[config.mk]
export PLATFORM = sky130hd
export DESIGN_NAME = long_mul_unit
export DESIGN_NICKNAME = d
export VERILOG_FILES = /design/src/rtl/arm_mul_pkg.sv /design/src/rtl/long_mul_core.sv /design/src/rtl/long_mul_unit.sv
export SDC_FILE = /design/constraint.sdc
export NUM_CORES = 1
export LEC_CHECK = 0
export CAP_MARGIN = 30
export CORE_MARGIN = 1.5
export CORE_UTILIZATION = 40
export CTS_BUF_LIST = sky130_fd_sc_hd__clkbuf_8
export DETAILED_ROUTE_END_ITERATION = 16
export PLACE_DENSITY = 0.61
export SYNTH_ARGS = -nofsm -noshare
export SYNTH_HDL_FRONTEND = slang
export SYNTH_HIERARCHICAL = 1
export SYNTH_SLANG_ARGS = --single-unit
[constraint.sdc]
create_clock -name clk -period 6.1 [get_ports clk]
set_input_delay 1.22 -clock clk [delete_from_list [all_inputs] [get_ports clk]]
set_output_delay 1.22 -clock clk [all_outputs]
set_load 0.02 [all_outputs]
[src/rtl/arm_mul_pkg.sv]
// Shared types and sizing for the long multiply unit.
// Build option LONG_MUL_EARLY_TERM_EN is consumed by long_mul_core.
package arm_mul_pkg;

    localparam int MUL_WIDTH = 32;
    localparam int REG_IDX_W = 4;
    localparam int CNT_W     = $clog2(MUL_WIDTH) + 1;

    typedef enum logic [1:0] {
        ST_IDLE = 2'd0,
        ST_CALC = 2'd1,
        ST_FIX  = 2'd2,
        ST_DONE = 2'd3
    } mul_state_e;

endpackage

[src/rtl/long_mul_core.sv]
// Radix-2 shift-add datapath: multiplicand/multiplier shift registers, 2*WIDTH accumulator, step counter.
// One multiplier bit per step, LSB first; 'last' flags the final step (LONG_MUL_EARLY_TERM_EN: also when the remaining multiplier bits are zero).
module long_mul_core
    import arm_mul_pkg::*;
#(
    parameter int WIDTH = MUL_WIDTH
) (
    input  logic                 clk,
    input  logic                 rst_n,
    input  logic                 load,
    input  logic                 step,
    input  logic [WIDTH-1:0]     op_a,
    input  logic [WIDTH-1:0]     op_b,
    output logic [2*WIDTH-1:0]   product,
    output logic                 last
);

    localparam int CW = $clog2(WIDTH) + 1;

    logic [2*WIDTH-1:0] mcand_q, mcand_d;
    logic [WIDTH-1:0]   mplier_q, mplier_d;
    logic [2*WIDTH-1:0] acc_q, acc_d;
    logic [CW-1:0]      cnt_q, cnt_d;

    always_comb begin
        mcand_d  = mcand_q;
        mplier_d = mplier_q;
        acc_d    = acc_q;
        cnt_d    = cnt_q;
        if (load) begin
            mcand_d  = {{WIDTH{1'b0}}, op_a};
            mplier_d = op_b;
            acc_d    = '0;
            cnt_d    = '0;
        end else if (step) begin
            acc_d    = acc_q + (mplier_q[0] ? mcand_q : '0);
            mcand_d  = mcand_q << 1;
            mplier_d = mplier_q >> 1;
            cnt_d    = cnt_q + 1'b1;
        end
    end

    // 'last' describes the step being taken this cycle, so the FSM can leave CALC on the same edge.
`ifdef LONG_MUL_EARLY_TERM_EN
    assign last = (cnt_q == CW'(WIDTH - 1)) || (mplier_q[WIDTH-1:1] == '0);
`else
    assign last = (cnt_q == CW'(WIDTH - 1));
`endif

    assign product = acc_q;

    always_ff @(posedge clk or negedge rst_n) begin
        if (!rst_n) begin
            mcand_q  <= '0;
            mplier_q <= '0;
            acc_q    <= '0;
            cnt_q    <= '0;
        end else begin
            mcand_q  <= mcand_d;
            mplier_q <= mplier_d;
            acc_q    <= acc_d;
            cnt_q    <= cnt_d;
        end
    end

endmodule

[src/rtl/long_mul_unit.sv]
// Iterative UMULL/SMULL/UMLAL/SMLAL unit driving the regfile dual-write port; latency WIDTH+2 cycles.
// Build option LONG_MUL_EARLY_TERM_EN makes latency variable (3..WIDTH+2); start is ignored while busy.
module long_mul_unit
    import arm_mul_pkg::*;
#(
    parameter int WIDTH = MUL_WIDTH
) (
    input  logic                  clk,
    input  logic                  reset,
    input  logic                  start,
    input  logic                  is_signed,
    input  logic                  accumulate,
    input  logic [WIDTH-1:0]      op_a,
    input  logic [WIDTH-1:0]      op_b,
    input  logic [WIDTH-1:0]      acc_lo,
    input  logic [WIDTH-1:0]      acc_hi,
    input  logic [REG_IDX_W-1:0]  rd_lo,
    input  logic [REG_IDX_W-1:0]  rd_hi,
    output logic                  busy,
    output logic                  done,
    output logic [WIDTH-1:0]      res_lo,
    output logic [WIDTH-1:0]      res_hi,
    output logic [REG_IDX_W-1:0]  wa3_32,
    output logic [REG_IDX_W-1:0]  wa3_64,
    output logic                  Src_64b,
    output logic                  flag_n,
    output logic                  flag_z
);

    mul_state_e           state_q, state_d;
    logic                 busy_q, busy_d;
    logic                 done_q, done_d;
    logic                 sign_q, sign_d;
    logic                 accum_q, accum_d;
    logic [2*WIDTH-1:0]   acc_q, acc_d;
    logic [REG_IDX_W-1:0] rd_lo_q, rd_lo_d;
    logic [REG_IDX_W-1:0] rd_hi_q, rd_hi_d;
    logic [REG_IDX_W-1:0] wa_lo_q, wa_lo_d;
    logic [REG_IDX_W-1:0] wa_hi_q, wa_hi_d;
    logic [WIDTH-1:0]     res_lo_q, res_lo_d;
    logic [WIDTH-1:0]     res_hi_q, res_hi_d;
    logic                 flag_n_q, flag_n_d;
    logic                 flag_z_q, flag_z_d;

    logic                 core_load;
    logic                 core_step;
    logic                 core_last;
    logic [2*WIDTH-1:0]   product;
    logic [2*WIDTH-1:0]   fix_val;
    logic [WIDTH-1:0]     a_abs;
    logic [WIDTH-1:0]     b_abs;

    // The most negative value negates to itself, which is its correct magnitude read as unsigned.
    assign a_abs = (is_signed && op_a[WIDTH-1]) ? (~op_a + 1'b1) : op_a;
    assign b_abs = (is_signed && op_b[WIDTH-1]) ? (~op_b + 1'b1) : op_b;

    long_mul_core #(.WIDTH(WIDTH)) u_core (
        .clk     (clk),
        .rst_n   (reset),
        .load    (core_load),
        .step    (core_step),
        .op_a    (a_abs),
        .op_b    (b_abs),
        .product (product),
        .last    (core_last)
    );

    always_comb begin
        fix_val = sign_q ? (~product + 1'b1) : product;
        if (accum_q) begin
            fix_val = fix_val + acc_q;
        end
    end

    always_comb begin
        state_d   = state_q;
        busy_d    = busy_q;
        done_d    = done_q;
        sign_d    = sign_q;
        accum_d   = accum_q;
        acc_d     = acc_q;
        rd_lo_d   = rd_lo_q;
        rd_hi_d   = rd_hi_q;
        wa_lo_d   = wa_lo_q;
        wa_hi_d   = wa_hi_q;
        res_lo_d  = res_lo_q;
        res_hi_d  = res_hi_q;
        flag_n_d  = flag_n_q;
        flag_z_d  = flag_z_q;
        core_load = 1'b0;
        core_step = 1'b0;
        case (state_q)
            ST_IDLE: begin
                if (start) begin
                    core_load = 1'b1;
                    sign_d    = is_signed & (op_a[WIDTH-1] ^ op_b[WIDTH-1]);
                    accum_d   = accumulate;
                    acc_d     = {acc_hi, acc_lo};
                    rd_lo_d   = rd_lo;
                    rd_hi_d   = rd_hi;
                    busy_d    = 1'b1;
                    state_d   = ST_CALC;
                end
            end
            ST_CALC: begin
                core_step = 1'b1;
                if (core_last) begin
                    state_d = ST_FIX;
                end
            end
            ST_FIX: begin
                res_lo_d = fix_val[WIDTH-1:0];
                res_hi_d = fix_val[2*WIDTH-1:WIDTH];
                flag_n_d = fix_val[2*WIDTH-1];
                flag_z_d = (fix_val == '0);
                wa_lo_d  = rd_lo_q;
                wa_hi_d  = rd_hi_q;
                done_d   = 1'b1;
                state_d  = ST_DONE;
            end
            ST_DONE: begin
                done_d  = 1'b0;
                busy_d  = 1'b0;
                state_d = ST_IDLE;
            end
            default: begin
                state_d = ST_IDLE;
            end
        endcase
    end

    always_ff @(posedge clk or negedge reset) begin
        if (!reset) begin
            state_q  <= ST_IDLE;
            busy_q   <= 1'b0;
            done_q   <= 1'b0;
            sign_q   <= 1'b0;
            accum_q  <= 1'b0;
            acc_q    <= '0;
            rd_lo_q  <= '0;
            rd_hi_q  <= '0;
            wa_lo_q  <= '0;
            wa_hi_q  <= '0;
            res_lo_q <= '0;
            res_hi_q <= '0;
            flag_n_q <= 1'b0;
            flag_z_q <= 1'b0;
        end else begin
            state_q  <= state_d;
            busy_q   <= busy_d;
            done_q   <= done_d;
            sign_q   <= sign_d;
            accum_q  <= accum_d;
            acc_q    <= acc_d;
            rd_lo_q  <= rd_lo_d;
            rd_hi_q  <= rd_hi_d;
            wa_lo_q  <= wa_lo_d;
            wa_hi_q  <= wa_hi_d;
            res_lo_q <= res_lo_d;
            res_hi_q <= res_hi_d;
            flag_n_q <= flag_n_d;
            flag_z_q <= flag_z_d;
        end
    end

    // When rd_lo == rd_hi the regfile commits wa3_64 after wa3_32, so the high word lands.
    assign busy    = busy_q;
    assign done    = done_q;
    assign Src_64b = done_q;
    assign res_lo  = res_lo_q;
    assign res_hi  = res_hi_q;
    assign wa3_32  = wa_lo_q;
    assign wa3_64  = wa_hi_q;
    assign flag_n  = flag_n_q;
    assign flag_z  = flag_z_q;

endmodule

==> metrics <==
outcome finished clean; Final Cycle Share a little over nine tenths; Synth area leader dfrtp_1; top post-synthesis cells by area dfrtp_1 32%, ha_1 7.4%, mux2i_1 5.8%; Synth cell types 102; clock-pin slew on the worst setup and hold paths around 0.060 ns; Synth Area in Simple Gates around 20%; Synth Area in XOR/XNOR around 7.7%; die height 253.3 um; Non-Filler Instances 3982; WL final roughly 80000 um; Final setup viols 0; asr flop ratio synth 100.0%; R2R Setup Slk around 0.34 ns; Leak 0.01256 uW; Iter 0 DRT Violations 1750; I/O pin cnt 218; sequential area share after synthesis 31.65%; Slew HR around 36%; FF/Latch Area a little under 8000 sq um; RePlAce Congestion 0.9366; Clock Sinks 317; Synth Instances 2954; most used flip-flop cell after synthesis dfrtp_1; layout cells sized above 1 8.935%; Max Freq approximately 170 MHz; first-pass GRT wire length approximately 120000 um; Total Nets Final about 3400; flops & latches, synth 317; H-tree level count 2; DRC 0; WL met1 38990 um; total gr overflow 0; Fin Clk Skew 0.05534 ns; Routed met2 length 34450 um; Post-Synth Adder-Cell Area ~7.5%; clk_lat worst skew a little under 0.7 ns; DP Wirelength 62770 um; Worst EP arrival 6.34 ns; largest family of logic cells by synthesized area compound AO/OA/AOI/OAI gates; Power Dens Cells about 640 nW/um^2; CTS Buffer Depth 3; Max-Cap Viols 0; CORE AREA a little over 60000 sq um; DR pass1 iterations 5; initial antenna violation count 0; CP Max Fanout 7; most common cell after layout, fill and taps aside nand2_1; vias in the first global route 21990; worst slew pin tran ~0.97 ns; Hold WC Path Type flop to flop; area of the multi-input gates 16310 sq um; Die Area between 60000 and 70000 sq um; Total Power approximately 19000 uW; most frequent cells in the layout 318 x nand2_1, 315 x dfrtp_1, 290 x nor2_1, 245 x a21oi_1, 216 x clkdlybuf4s50_1; EDFF count, synth 0; CP required roughly 6.7 ns; setup TNS 0 ns; largest net degree at the start of global routing ~230; CP startpoint kind flop; syn avg cell area about 8.5 sq um; CTS buffer count 57; max layer used met4; port bufs between 200 and 250; Overall Global Routing Usage roughly a quarter; diode count 0; Avg Vias per Cell 5.691; share of the synthesized area in the top cell type between 30% and 40%; die width approximately 250 um; critical path class flop to flop; Wirelength per Cell ~20 um; FILL cells ~6000; Max IR drop VDD approximately 0.3 mV; CP endpoint kind flop; Final Hold Fails 0; initial core utilization around two fifths; Final Max Tran Viols 0; root buf cell clkbuf_8; Met3 Wirelength 4678 um; Synth Area in Compound Gates between 20 and 25%; Vias 22660; area delta synth->final 17.09%; Mapped Nets roughly 3200; placed cells about 3900; Ys Warns 6; multiplexer share of the synthesized area roughly a tenth; CTS tree yes; Post-DRT Antenna Nets 0; Row Count between 90 and 100; Cell Area, Synth approximately 25000 sq um; final worst path period need approximately 5.8 ns
-- synthesized netlist by cell type (41+ instances only) --
library cell	n
nand2_1	318
dfrtp_1	317
nor2_1	291
a21oi_1	246
o21ai_0	193
ha_1	148
mux2i_1	146
xnor2_1	129
clkbuf_1	127
mux2_2	92
xor2_1	92
and2_1	79
inv_1	70
a21o_1	63
nand4_1	58
nor3_1	49
o31ai_1	41
-- kinds of logic after synthesis --
family          Yosys count
compound gates          792
xor+xnor                221
fa+ha+maj               150
buf+inv                 232
flops                   317
mux                     238
simple gates           1004
-- critical path: stages, from the launching register on --
cell and delay (ns):
dfrtp_1 0.44, or4_4 0.59, nor3_4 0.34, nand4_1 0.19, o41ai_1 0.36, xnor2_1 0.41
ha_1 0.40, a21oi_1 0.27, o21ai_0 0.21, a21oi_1 0.16, o211ai_1 0.17, or2_1 0.30
a31oi_1 0.22, xnor2_1 0.11, a2111oi_1 0.59, nand4_1 0.23, nor4b_2 0.43, nand4_1 0.13
o21ai_1 0.11
-- area by class of cell --
type                            count  share of cell area, %
Clock buffer                       76                  3.564
Clock inverter                     26                 0.8910
Inverter                           72                 0.9208
Multi-Input combinational cell   2405                  55.57
Sequential cell                   317                  27.05
Tap cell                          837                  3.568
Timing Repair Buffer              249                  8.445
-- metal layers --
metal | global-route usage [%] | vias to the layer above
met4 | 5.971 | 0
met3 | 3.505 | 98
met1 | 36.15 | 10860
li1 | - | 10990
met5 | 0 | -
met2 | 37.89 | 714
-- power by group --
group	internal [uW]	switching (uW)	total, uW
clock	1320	953	2280
combinational	4800	7760	12600
sequential	3030	914	3940
-- through the flow --
stage	hold WS [ns]	util [%]	area (sq um)	setup slack, ns
2_1_floorplan	0.4750	-	25070	1.187
3_3_place_gp	0.4671	45.22	27960	0.4115
3_5_place_dp	0.4708	45.25	27970	0.2907
4_1_cts	0.4853	47.36	29280	0.2241
5_1_grt	0.5071	47.47	29350	-0.009001
6_report	0.4862	47.47	29350	0.3449
-- flip-flops by register name, summed over array words and instances, names as in the netlist --
register and cells:
acc_q 64, u_core/mcand_q 64, u_core/product 64, res_hi 32
res_lo 32, u_core/mplier_q 32, u_core/cnt_q 6, rd_hi_q 4
rd_lo_q 4, wa3_32 4, wa3_64 4, state_q 2
Src_64b 1, accum_q 1, busy 1, flag_z 1
sign_q 1
-- final timing paths --
kind / start / end / cells after the start
min in group asynchronous: reset / acc_q[1]$_DFFE_PN0P_ / 1
setup / recovery: u_core/product[18]$_DFFE_PN0P_ / flag_z$_DFFE_PN0P_ / 18
setup reg to reg: u_core/product[18]$_DFFE_PN0P_ / flag_z$_DFFE_PN0P_ / 18
hold / removal: res_lo[12]$_DFFE_PN0P_ / res_lo[12]$_DFFE_PN0P_ / 1
hold reg to reg: res_lo[12]$_DFFE_PN0P_ / res_lo[12]$_DFFE_PN0P_ / 1
max in group asynchronous: reset / u_core/cnt_q[0]$_DFFE_PN0P_ / 2
-- repair_timing --
| item | 4_1_cts | 5_1_grt |
|---|---|---|
| endpoints found under the setup margin | 0 | 2 |
| resized for setup | 0 | 7 |
| setup buffers | 0 | 3 |
| hold buffers | 0 | 0 |
Power figures use the tool's default switching activity.
